[config.mk]
export PLATFORM = sky130hd
export DESIGN_NAME = move_queue
export DESIGN_NICKNAME = d
export VERILOG_FILES = /design/src/rtl/move_queue.sv
export SDC_FILE = /design/constraint.sdc
export NUM_CORES = 2
export LEC_CHECK = 0
export BUFFER_PORTS_ARGS = -buffer_cell sky130_fd_sc_hd__buf_2
export CAP_MARGIN = 5
export CORE_ASPECT_RATIO = 1.2
export CORE_UTILIZATION = 50
export CTS_CLUSTER_SIZE = 8
export DETAILED_ROUTE_END_ITERATION = 6
export PLACE_DENSITY = 0.67
export SYNTH_ARGS = -nofsm -noshare
export SYNTH_HDL_FRONTEND = slang
export SYNTH_SLANG_ARGS = --single-unit
[constraint.sdc]
create_clock -name clk -period 36.8 [get_ports clk]
set_clock_uncertainty 0.2 [all_clocks]
set_input_delay 1.84 -clock clk [delete_from_list [all_inputs] [get_ports clk]]
set_output_delay 1.84 -clock clk [all_outputs]
set_load 0.1 [all_outputs]
[src/rtl/move_queue.sv]
// ---------------------------------------------------------------------------
// move_queue
//   Buffers move descriptors in a FIFO and hands them to a data mover one at a
//   time. Each descriptor is validated on acceptance. Invalid descriptors are
//   dropped and counted, and they set a sticky error flag. Valid descriptors
//   are queued, then issued in order with a one-cycle dm_start pulse. The
//   issue FSM waits for dm_idle before it pops the next descriptor.
//
// Ports
//   clk            : single clock for all logic
//   reset          : synchronous, active-high
//   desc_src       : source byte address of the incoming descriptor
//   desc_dst       : destination byte address of the incoming descriptor
//   desc_bytes     : move length in bytes
//   desc_burst     : burst size in bytes (power of two, 4..4096)
//   desc_valid     : descriptor handshake, valid side
//   desc_ready     : descriptor handshake, ready side (high while FIFO not full)
//   dm_src_address : registered move parameter for the data mover
//   dm_dst_address : registered move parameter for the data mover
//   dm_byte_count  : registered move parameter for the data mover
//   dm_burst_size  : registered move parameter for the data mover
//   dm_start       : one-cycle start pulse to the data mover
//   dm_idle        : data-mover idle status, sampled only while waiting
//   queued         : FIFO occupancy
//   busy           : FIFO non-empty or a move is being issued or waited on
//   completed      : count of finished moves (wraps)
//   rejected       : count of dropped descriptors (wraps)
//   error          : sticky flag, set by any rejected descriptor
// ---------------------------------------------------------------------------
module move_queue #(
   parameter int DEPTH = 16
) (
   input  logic                     clk,
   input  logic                     reset,
   input  logic [63:0]              desc_src,
   input  logic [63:0]              desc_dst,
   input  logic [63:0]              desc_bytes,
   input  logic [12:0]              desc_burst,
   input  logic                     desc_valid,
   output logic                     desc_ready,
   output logic [63:0]              dm_src_address,
   output logic [63:0]              dm_dst_address,
   output logic [63:0]              dm_byte_count,
   output logic [12:0]              dm_burst_size,
   output logic                     dm_start,
   input  logic                     dm_idle,
   output logic [$clog2(DEPTH):0]   queued,
   output logic                     busy,
   output logic [31:0]              completed,
   output logic [31:0]              rejected,
   output logic                     error
);

   localparam int AW = $clog2(DEPTH);
   localparam logic [AW:0] FULL_COUNT = (AW+1)'(DEPTH);

   typedef struct packed {
      logic [63:0] src;
      logic [63:0] dst;
      logic [63:0] bytes;
      logic [12:0] burst;
   } desc_t;

   typedef enum logic [1:0] {
      S_IDLE,
      S_START,
      S_WAIT
   } state_t;

   state_t          state, state_next;
   desc_t           mem [DEPTH];
   desc_t           head;
   logic [AW-1:0]   wr_ptr, rd_ptr;
   logic [AW:0]     count;

   logic [12:0]     burst_mask;
   logic            burst_ok;
   logic            bytes_aligned;
   logic            desc_ok;
   logic            accept;
   logic            push;
   logic            drop;
   logic            pop;
   logic            complete;

   // ---------------- descriptor validation ----------------
   // A 13-bit power of two is at most 4096, so "power of two and >= 4"
   // covers the whole legal burst set. Alignment only needs the low 13 bits.
   assign burst_mask    = desc_burst - 13'd1;
   assign burst_ok      = (desc_burst >= 13'd4) && ((desc_burst & burst_mask) == 13'd0);
   assign bytes_aligned = (desc_bytes[12:0] & burst_mask) == 13'd0;
   assign desc_ok       = burst_ok && (desc_bytes != 64'd0) && bytes_aligned;

   // Ready depends only on the registered count, so there is no bypass when full.
   assign desc_ready = (count != FULL_COUNT);
   assign accept     = desc_valid && desc_ready;
   assign push       = accept && desc_ok;
   assign drop       = accept && !desc_ok;

   assign head = mem[rd_ptr];

   // ---------------- issue FSM: next state ----------------
   // NOTE: every signal driven here gets a default first so no path leaves it
   // unassigned; otherwise synthesis infers a latch.
   always_comb begin
      state_next = state;
      pop        = 1'b0;
      case (state)
         S_IDLE: begin
            if (count != '0) begin
               pop        = 1'b1;
               state_next = S_START;
            end
         end
         S_START: state_next = S_WAIT;
         S_WAIT: begin
            if (dm_idle) state_next = S_IDLE;
         end
         default: state_next = S_IDLE;
      endcase
   end

   assign complete = (state == S_WAIT) && dm_idle;

   // ---------------- issue FSM: state register ----------------
   // NOTE: sequential state uses non-blocking assignments, so every register
   // samples the values from before the edge, whatever the statement order.
   always_ff @(posedge clk) begin
      if (reset) state <= S_IDLE;
      else       state <= state_next;
   end

   // dm_start is a decode of the START state: it is high for exactly one cycle.
   assign dm_start = (state == S_START);

   // ---------------- FIFO storage ----------------
   // NOTE: the storage array is not reset. Occupancy is tracked by the pointers
   // and count, and no entry is read before it is written.
   always_ff @(posedge clk) begin
      if (push) mem[wr_ptr] <= '{src: desc_src, dst: desc_dst,
                                 bytes: desc_bytes, burst: desc_burst};
   end

   // ---------------- FIFO control, counters, move parameters ----------------
   always_ff @(posedge clk) begin
      if (reset) begin
         wr_ptr         <= '0;
         rd_ptr         <= '0;
         count          <= '0;
         completed      <= '0;
         rejected       <= '0;
         error          <= 1'b0;
         dm_src_address <= '0;
         dm_dst_address <= '0;
         dm_byte_count  <= '0;
         dm_burst_size  <= '0;
      end else begin
         if (push) wr_ptr <= wr_ptr + AW'(1);
         if (pop)  rd_ptr <= rd_ptr + AW'(1);

         // A push and a pop on the same edge leave the occupancy unchanged.
         case ({push, pop})
            2'b10:   count <= count + (AW+1)'(1);
            2'b01:   count <= count - (AW+1)'(1);
            default: count <= count;
         endcase

         if (drop) begin
            rejected <= rejected + 32'd1;
            error    <= 1'b1;
         end

         if (complete) completed <= completed + 32'd1;

         // The parameters stay unchanged until the next pop, so the mover sees
         // stable values for the whole move.
         if (pop) begin
            dm_src_address <= head.src;
            dm_dst_address <= head.dst;
            dm_byte_count  <= head.bytes;
            dm_burst_size  <= head.burst;
         end
      end
   end

   assign queued = count;
   assign busy   = (count != '0) || (state != S_IDLE);

endmodule

==> results.py <==
metrics = {
    "status": {
        "outcome": "finished, final reports clean",
    },
    "synth": {
        "yosysUniqueCellTypes": 53,
        "synth_area_um2": 134000,
        "async_flop_share_pct": 0,
        "ys_warn_count": 0,
        "yosys.area.top_type": "edfxtp_1",
        "yosysMostFrequentCell": "edfxtp_1",
        "syn_area_per_cell_um2": 22.4,
        "syn-num-nets": 6224,
        "synth_flop_cell": "edfxtp_1",
        "synth_common_cells": "edfxtp_1 (3280), mux4_2 (1025), nand2_1 (446)",
        "seq_area_frac_synth_pct": 77.7,
        "synth-edff-count": 3280,
        "synth_top_cells_by_area": "edfxtp_1 (73%), mux4_2 (17%), dfxtp_1 (4.3%)",
        "synth_top_area_share_pct": 73.5,
        "netlist_instances": 5991,
        "synth_seq_cells": 3565,
    },
    "power_and_ir_drop": {
        "pwr-share-seq_pct": 51.5,
        "clock_power_share_pct": 47.5,
        "power_density_nw_per_um2": 55.5,
        "swShare_pct": 19.7,
        "combPwrFrac_pct": 0.9,
        "power.leakage_uw": 0.0476,
        "switchingPower_uw": 1690,
        "ir_worst_vdd_mv": 0.0451,
        "p_int_uw": 6900,
    },
    "grt": {
        "overflow": 0,
        "grt_usage_pct": 24.2,
        "grt_pass1_wl_mm": 473,
        "grt_max_degree": 165,
        "use_met2_pct": 39.7,
        "busiest_layer": "met2",
        "use_met3_pct": 5.60,
        "grt_pass1_vias": 67988,
        "met1_usage_pct": 32.8,
        "antenna_found_initial": 94,
    },
    "sta": {
        "drv_slew": 0,
        "tightestPinTransition_ns": 1.18,
        "fin_tns_setup_ns": 0,
        "setup_viol": 0,
        "hold_viol": 0,
        "min_period_over_period_pct": 22.5,
        "min_period_ns": 8.26,
        "whs_ns": 0.249,
        "grt_setup_unrepaired": "no",
        "slew_headroom_pct": 21.3,
        "fin_ws_ns": 28.54,
        "fmax_ghz": 0.121,
    },
    "clock_network": {
        "cts_setup_buffers": 0,
        "holdBufCountCts": 0,
        "htreeDepth": 5,
        "cts.path.max_buffers": 4,
        "clk_latency_ns": 0.93,
        "numCtsBuffers": 488,
        "cts-root-buf": "clkbuf_16",
        "clkSinkCount": 3565,
        "cts_tree": "built",
        "clkTransAtPathRegs_ns": 0.05,
        "cts_resized": 0,
    },
    "routing": {
        "vias": 64838,
        "drt_first_pass_iters": 6,
        "totalWireLength_mm": 325,
        "vias_per_cell": 6.07,
        "drc_errors": 0,
        "wl_per_cell_um": 30.4,
        "ant_nets": 0,
        "initialDrtViolationCount": 6198,
    },
    "setup_path": {
        "cp-start-kind": "input port",
        "critPathArrivalTime_ns": 8.58,
        "slowest_delay_ns": 0.88,
        "slowest_stage": "buf_4",
        "startpoint": "desc_burst[2]",
        "cp_max_fo": 53,
        "path_class": "in2reg",
        "end_kind": "flop",
        "r2r_start": "queued[1]",
        "crit_family": "simple AND/OR/NAND/NOR gates",
        "crit_chain": "buf_2 > or3_1 > nand2b_1 > or3_1 > or3_1 > ha_1 > or4_1 > nor3_2 > nand4_2 > nor4_4 > nand2_1 > nor3_2 > buf_4 > buf_4 > buf_4",
        "cp.required_ns": 37.11,
        "cp.buffers_inverters": 4,
    },
    "cells_and_area": {
        "nets": 6976,
        "layoutNonFillerInstCount": 10688,
        "nFillCells": 19163,
        "area_growth_pct": 15.5,
        "layout-drive-gt1-share_pct": 30.4,
        "postLayoutCoreUtil_pct": 58.3,
    },
    "die": {
        "row_count": 207,
        "start_util_pct": 50.4,
        "pin_count": 487,
        "core_area_um2": 266000,
        "die_w_um": 475,
        "die_y_um": 569,
        "dieArea_um2": 270000,
    },
    "placed_design": {
        "routabilityCongestion": 0.803,
        "dp_hpwl_mm": 170,
        "pre_cts_slack_ns": 27.68,
        "port_buffers": 486,
        "placed_cells": 9806,
    },
    "worst_hold_path": {
        "hp-start": "dm_burst_size[10]",
        "hold_path_class": "reg2reg",
    },
    "run": {
        "cap_violations": 0,
    },
}
-- worst paths after layout --
check	to	slack (ns)	depth (start not counted)
worst max-delay path	mem[0][164]	28.54	15
worst min-delay path	dm_burst_size[10]	0.25	2
worst max register to register	mem[0][164]	30.82	8
worst min register to register	dm_burst_size[10]	0.25	2
-- power groups by stage --
stage | clock network (uW) | logic, uW | registers (uW)
final | 4080 | 78.7 | 4420
after global routing | 4320 | 86.4 | 4420
after CTS | 4150 | 79.6 | 4420
after detailed placement | 0 | 79.8 | 4500
after global placement | 0 | 73.6 | 4500
after floorplan | 0 | 9.41 | 4510
-- worst min-delay path: cells and delay by family, from the launching register on --
kind               cells  cell delay [ns]
DFF                    1             0.30
AOI/OAI and AO/OA      1             0.05
and+or+nand+nor        1             0.05
-- flip-flops by register name (all words and copies together), names as in the netlist --
signal / cells
completed: 32
dm_burst_size: 13
dm_byte_count: 64
dm_dst_address: 64
dm_src_address: 64
error: 1
mem: 3280
queued: 5
rd_ptr: 4
rejected: 32
state: 2
wr_ptr: 4
-- routing by layer --
layer	vias to the layer above	share of wire [%]
li1	26673	-
met1	34954	39
met2	2574	50
met3	567	8.0
met4	70	2.5
met5	-	0.14
-- cell usage in the layout (no fill, tap or decap), drive strengths merged, types with 25 or more instances in the layout --
cell type / netlist / routed
a21oi: 244 / 244
buf: 133 / 584
clkbuf: 189 / 825
dfxtp: 285 / 285
diode: 0 / 36
edfxtp: 3280 / 3280
mux4: 1025 / 1025
nand2: 446 / 446
nand4: 25 / 25
nor2: 68 / 68
nor4: 29 / 29
or3: 28 / 28
-- layout make-up --
type	count	area, um2	share of cell area, %
clock inverters	21	413	0.267
multi-input cells	2087	28600	18.5
repair buffers	584	3430	2.21
inverters	17	71.3	0.0461
flip-flops and latches	3565	104000	67.3
diodes	36	90.1	0.0582
clock buffers	825	13500	8.74
well taps	3553	4450	2.87
-- metrics by stage --
| stage | power, uW | instance area [um2] |
|---|---|---|
| floorplan | 4520 | 134000 |
| global placement | 4580 | 141000 |
| detailed placement | 4580 | 141000 |
| CTS | 8660 | 155000 |
| global route | 8830 | 155000 |
| finish | 8590 | 155000 |
-- cell families after synthesis --
kind of cell,after synthesis,synth area share [%]
buffers and inverters,339,1.03
adder cells (fa/ha/maj),24,0.224
multiplexers,1032,17.3
AND/OR/NAND/NOR,703,2.36
flip-flops,3565,77.7
AO/OA/AOI/OAI,294,1.16
XOR/XNOR,34,0.222
Note: power is estimated with default switching activity, not from simulation.
